`src/rtl/phase_interpolator.sv`:
```
// Sparse-sample linear interpolator: one fetched sample per phase segment,
// signed 8-bit output every clock with a two-stage multiply pipeline.
module phase_interpolator #(
   parameter int SEG_BIT   = 29,
   parameter int FRAC_BITS = 8
) (
   input  logic        clk,
   input  logic        rst_n,
   input  logic [31:0] phase,
   output logic        sample_req,
   input  logic [7:0]  sample_in,
   input  logic        sample_valid,
   output logic [7:0]  interp,
   output logic        interp_valid,
   output logic        overrun
);

   localparam int PW = 10 + FRAC_BITS;

   typedef enum logic [1:0] {
      PRIME0,
      PRIME1,
      RUN,
      WAIT
   } state_t;

   state_t r_state;

   logic [7:0] r_a;
   logic [7:0] r_b;
   logic       r_pending;
   logic       r_prev_seg;
   logic       r_b_stale;
   logic       r_req;
   logic       r_overrun;

   logic signed [7:0]           r_s1_a;
   logic signed [8:0]           r_s1_diff;
   logic [FRAC_BITS-1:0]        r_s1_frac;
   logic                        r_s1_vld;
   logic [7:0]                  r_interp;
   logic                        r_ivld;

   logic                        w_seg_edge;
   logic                        w_take;
   logic [7:0]                  w_b_eff;
   logic [8:0]                  w_diff;
   logic [FRAC_BITS-1:0]        w_frac;
   logic signed [FRAC_BITS:0]   w_frac_s;
   logic signed [PW-1:0]        w_prod;
   logic signed [PW-1:0]        w_shift;
   logic                        w_unused;

   assign w_seg_edge = phase[SEG_BIT] ^ r_prev_seg;
   assign w_take     = sample_valid & r_pending;
   assign w_frac     = phase[SEG_BIT-1 -: FRAC_BITS];
   assign w_unused   = ^phase;

   always_ff @(posedge clk or negedge rst_n) begin
      if (!rst_n) begin
         r_state    <= PRIME0;
         r_a        <= 8'h00;
         r_b        <= 8'h00;
         r_pending  <= 1'b0;
         r_prev_seg <= 1'b0;
         r_b_stale  <= 1'b0;
         r_req      <= 1'b0;
         r_overrun  <= 1'b0;
      end else begin
         r_req      <= 1'b0;
         r_prev_seg <= phase[SEG_BIT];
         unique case (r_state)
            PRIME0: begin
               if (!r_pending) begin
                  r_req     <= 1'b1;
                  r_pending <= 1'b1;
               end else if (sample_valid) begin
                  r_b     <= sample_in;
                  r_req   <= 1'b1;
                  r_state <= PRIME1;
               end
            end
            PRIME1: begin
               if (w_take) begin
                  r_a       <= r_b;
                  r_b       <= sample_in;
                  r_pending <= 1'b0;
                  r_state   <= RUN;
               end
            end
            RUN: begin
               if (w_seg_edge) begin
                  r_a       <= r_b;
                  r_b_stale <= 1'b1;
                  r_req     <= 1'b1;
                  r_pending <= 1'b1;
                  r_state   <= WAIT;
               end
            end
            WAIT: begin
               // Sample lands first, then the boundary consumes it at once.
               if (w_take && w_seg_edge) begin
                  r_a   <= sample_in;
                  r_b   <= sample_in;
                  r_req <= 1'b1;
               end else if (w_take) begin
                  r_b       <= sample_in;
                  r_b_stale <= 1'b0;
                  r_pending <= 1'b0;
                  r_state   <= RUN;
               end else if (w_seg_edge) begin
                  r_overrun <= 1'b1;
                  r_a       <= r_b;
               end
            end
            default: r_state <= PRIME0;
         endcase
      end
   end

   assign w_b_eff  = r_b_stale ? r_a : r_b;
   assign w_diff   = {w_b_eff[7], w_b_eff} - {r_a[7], r_a};
   assign w_frac_s = {1'b0, r_s1_frac};
   assign w_prod   = PW'(r_s1_diff) * PW'(w_frac_s);
   assign w_shift  = w_prod >>> FRAC_BITS;

   always_ff @(posedge clk or negedge rst_n) begin
      if (!rst_n) begin
         r_s1_a    <= '0;
         r_s1_diff <= '0;
         r_s1_frac <= '0;
         r_s1_vld  <= 1'b0;
         r_interp  <= 8'h00;
         r_ivld    <= 1'b0;
      end else begin
         r_s1_a    <= r_a;
         r_s1_diff <= w_diff;
         r_s1_frac <= w_frac;
         r_s1_vld  <= (r_state == RUN) || (r_state == WAIT);
         r_interp  <= 8'(PW'(r_s1_a) + w_shift);
         r_ivld    <= r_s1_vld;
      end
   end

   assign sample_req   = r_req;
   assign interp       = r_interp;
   assign interp_valid = r_ivld;
   assign overrun      = r_overrun;

endmodule
```
`config.mk`:
```
export PLATFORM = sky130hd
export DESIGN_NAME = phase_interpolator
export DESIGN_NICKNAME = d
export VERILOG_FILES = /design/src/rtl/phase_interpolator.sv
export SDC_FILE = /design/constraint.sdc
export NUM_CORES = 1
export LEC_CHECK = 0
export CAP_MARGIN = 20
export CELL_PAD_IN_SITES_DETAIL_PLACEMENT = 1
export CELL_PAD_IN_SITES_GLOBAL_PLACEMENT = 2
export CORE_UTILIZATION = 34
export CTS_BUF_LIST = sky130_fd_sc_hd__clkbuf_8
export CTS_CLUSTER_DIAMETER = 80
export DETAILED_ROUTE_END_ITERATION = 7
export GPL_TIMING_DRIVEN = 0
export HOLD_SLACK_MARGIN = 0.03
export MAX_ROUTING_LAYER = met4
export PLACE_DENSITY = 0.82
export SYNTH_ARGS = -nofsm -noshare
export SYNTH_HDL_FRONTEND = slang
export SYNTH_SLANG_ARGS = --single-unit
```
`constraint.sdc`:
```
create_clock -name clk -period 5.42 [get_ports clk]
set_input_delay 0.813 -clock clk [delete_from_list [all_inputs] [get_ports clk]]
set_output_delay 0.813 -clock clk [all_outputs]
set_load 0.005 [all_outputs]
```
==> results.yml <==
run_status:
  status: "finished, final reports clean"
setup_path:
  crit_fanout: 4
  crit_type: "flop to flop"
  cpPeakStageDelay_ns: 0.58
  cp-start-kind: "flop"
  crit_chain: "buf_6 > buf_4 > nand2_1 > fa_1 > inv_1 > fa_1 > fa_1 > inv_2 > fa_1 > inv_1 > ha_4 > a31oi_4 > and2b_1 > o21a_1 > nor2_1 > xnor2_1 > ha_1 > nand2_1 > o21ai_2 > o41ai_2 > xnor2_1 > xnor2_1"
  required_ns: 5.68
  slowest_stage: "fa_1"
  arrival_ns: 5.47
  crit_path_end_kind: "flop"
  cp_common_cell: "fa_1"
cells_and_area:
  fin_area_sq_um: 6190
  syn_to_final_growth_pct: 22.0
  drive_gt1_share_pct: 17.6
  fin_util_pct: 42.6
  fillCellCount: 1626
  multi_input_area_sq_um: 3320
  regArea_sq_um: 1470
  diodes: 0
  nets: 709
global_route:
  grt_overflow: 0
  grt_first_pass_wirelength_microns: 20700
  grt_start_max_net_pins: 31
  antenna_found_initial: 0
  grt_pass1_vias: 4156
  grt.total_usage_pct: 18.3
place:
  gp_congestion: 0.797
  place_area_sq_um: 5620
  dp_hpwl_microns: 9400
  portBuffers: 30
yosys:
  ys_top_cells_by_area: "dfrtp_1 29%, fa_1 22%, ha_1 10%"
  ys_seq_elements: 58
  synthesis.area_sq_um: 5070
  ys.flop_type: "dfrtp_1"
  synth_area_leader_cell: "dfrtp_1"
  ys_warn_count: 0
  avgSynthCellArea_sq_um: 10.0
  seq_area_frac_synth_pct: 28.6
  async_reset_ff_share_pct: 100
  synth_top_area_share_pct: 28.6
  synth-edff-count: 0
  synth_common_cells: "97 x inv_1, 58 x dfrtp_1, 56 x fa_1, 53 x nand2_1, 42 x ha_1"
  syn_nets: 647
  synthesis.instances: 506
  yosysMostFrequentCell: "inv_1"
  yosys.cell_types.count: 42
sta:
  tightestPinTransition_ns: 0.729
  fin_crit_ns: 5.21
  final.setup_skew_ns: 0.00928
  fin_hold_ws_ns: 0.351
  tns_ns: 0
  fmax_ghz: 0.192
  drv_slew: 0
  period_share_pct: 96.2
  hold_violations: 0
  rsz0062_at_grt: "yes"
  relSlewSlack_pct: 51.4
  setup_viol: 0
clocking:
  ctsRootBufferMaster: "clkbuf_8"
  cts_made_buffers: 9
  clkSlewWorstSetupHoldPaths_ns: 0.07
  cts_max_level: 3
  tritoncts: "yes"
  cts_max_path_buffers: 2
  hold_buffers: 0
  clock-sinks: 58
  clock_latency_ns: 0.35
routing:
  dr_total_vias: 3606
  detail_route.iter0.violations: 85
  drc: 0
  wl_per_cell_microns: 16.2
  final_antenna_net_count: 0
  wl_microns: 12200
  dr.pass1.iters: 4
  via_per_inst: 4.76
floorplan:
  initial_core_util_pct: 34.9
  rows: 44
  die_w_microns: 124
  io_pins: 54
  die-area_sq_um: 15400
  core_sq_um: 14500
  die_h_microns: 124
worst_hold_path:
  hold_path.class: "flop to flop"
run:
  maxCapViolCount: 0
[path summary, 6_finish.rpt]
| path | startpoint | end | slack [ns] | cells past startpoint |
|---|---|---|---|---|
| worst max-delay path | r_s1_frac[2] | interp[7] | 0.21 | 22 |
| worst min register to register | r_s1_vld | interp_valid | 0.35 | 0 |
| worst min-delay path | r_s1_vld | interp_valid | 0.35 | 0 |
| worst max register to register | r_s1_frac[2] | interp[7] | 0.21 | 22 |
| max in group asynchronous | rst_n | r_s1_frac[2] | 4.26 | 2 |
| min in group asynchronous | rst_n | r_s1_a[5] | 0.52 | 1 |
[sequential cells by signal, summed over array words and instances, names as in the netlist, 2 cells and up]
name / flops
r_state: 2
r_b: 8
r_s1_a: 8
r_s1_frac: 8
r_a: 8
interp: 8
r_s1_diff: 9
[stage by stage]
stage | setup WS [ns] | instances
2_1_floorplan | 0.263 | 506
3_3_place_gp | -0.357 | 720
3_5_place_dp | -0.499 | 721
4_1_cts | 0.00212 | 745
5_1_grt | -0.0827 | 757
6_report | 0.209 | 757
[layout by cell type, fill, tap and decap left out, types with 10 or more instances in the layout]
cell type        count
dfrtp_2             12
clkdlybuf4s50_1     29
inv_1               94
nand2_1             51
buf_4               21
xnor2_1             22
mux2i_1             14
and2_1              35
dfrtp_1             46
a21oi_1             10
nor2_1              15
ha_1                37
fa_1                54
clkbuf_8            10
mux2_2              15
o21ai_0             14
[routing by layer]
| metal | part of all wire, % | track usage (%) |
|---|---|---|
| met2 | 52 | 31.3 |
| met5 | 0 | - |
| met4 | 0.92 | 3.94 |
| met1 | 44 | 22.1 |
| met3 | 3.0 | 3.89 |
[cells by family after synthesis]
group	synth area share, %
simple gates	12.4
buf+inv	8.29
fa+ha+maj	32.5
flops	28.6
compound gates	7.33
mux	6.09
xor+xnor	4.83
[critical path: cells and delay by family, from the launching register on]
| kind | cells | cell delay [ns] |
|---|---|---|
| xor gates and xnor gates | 3 | 0.50 |
| DFF | 1 | 0.45 |
| adders and majority gates | 6 | 2.48 |
| and+or+nand+nor | 4 | 0.53 |
| AOI/OAI and AO/OA | 4 | 0.67 |
| buffers and inverters | 5 | 0.47 |
[area by class of cell]
class / count / share of cell area, %
inverters: 97 / 5.93
well taps: 184 / 3.72
clock inverters: 6 / 1.72
flip-flops and latches: 58 / 23.7
clock buffers: 10 / 2.22
repair buffers: 54 / 8.15
plain buffers: 10 / 0.890
multi-input cells: 338 / 53.7
[timing repair]
action / 4_1_cts / 5_1_grt
gates resized for setup: 20 / 23
pin swaps: 7 / 30
setup buffers: 11 / 12
setup endpoints to repair: 4 / 2
Power is not shown: default switching activity piles up to over one toggle a cycle in this logic, so the estimate is an artifact.
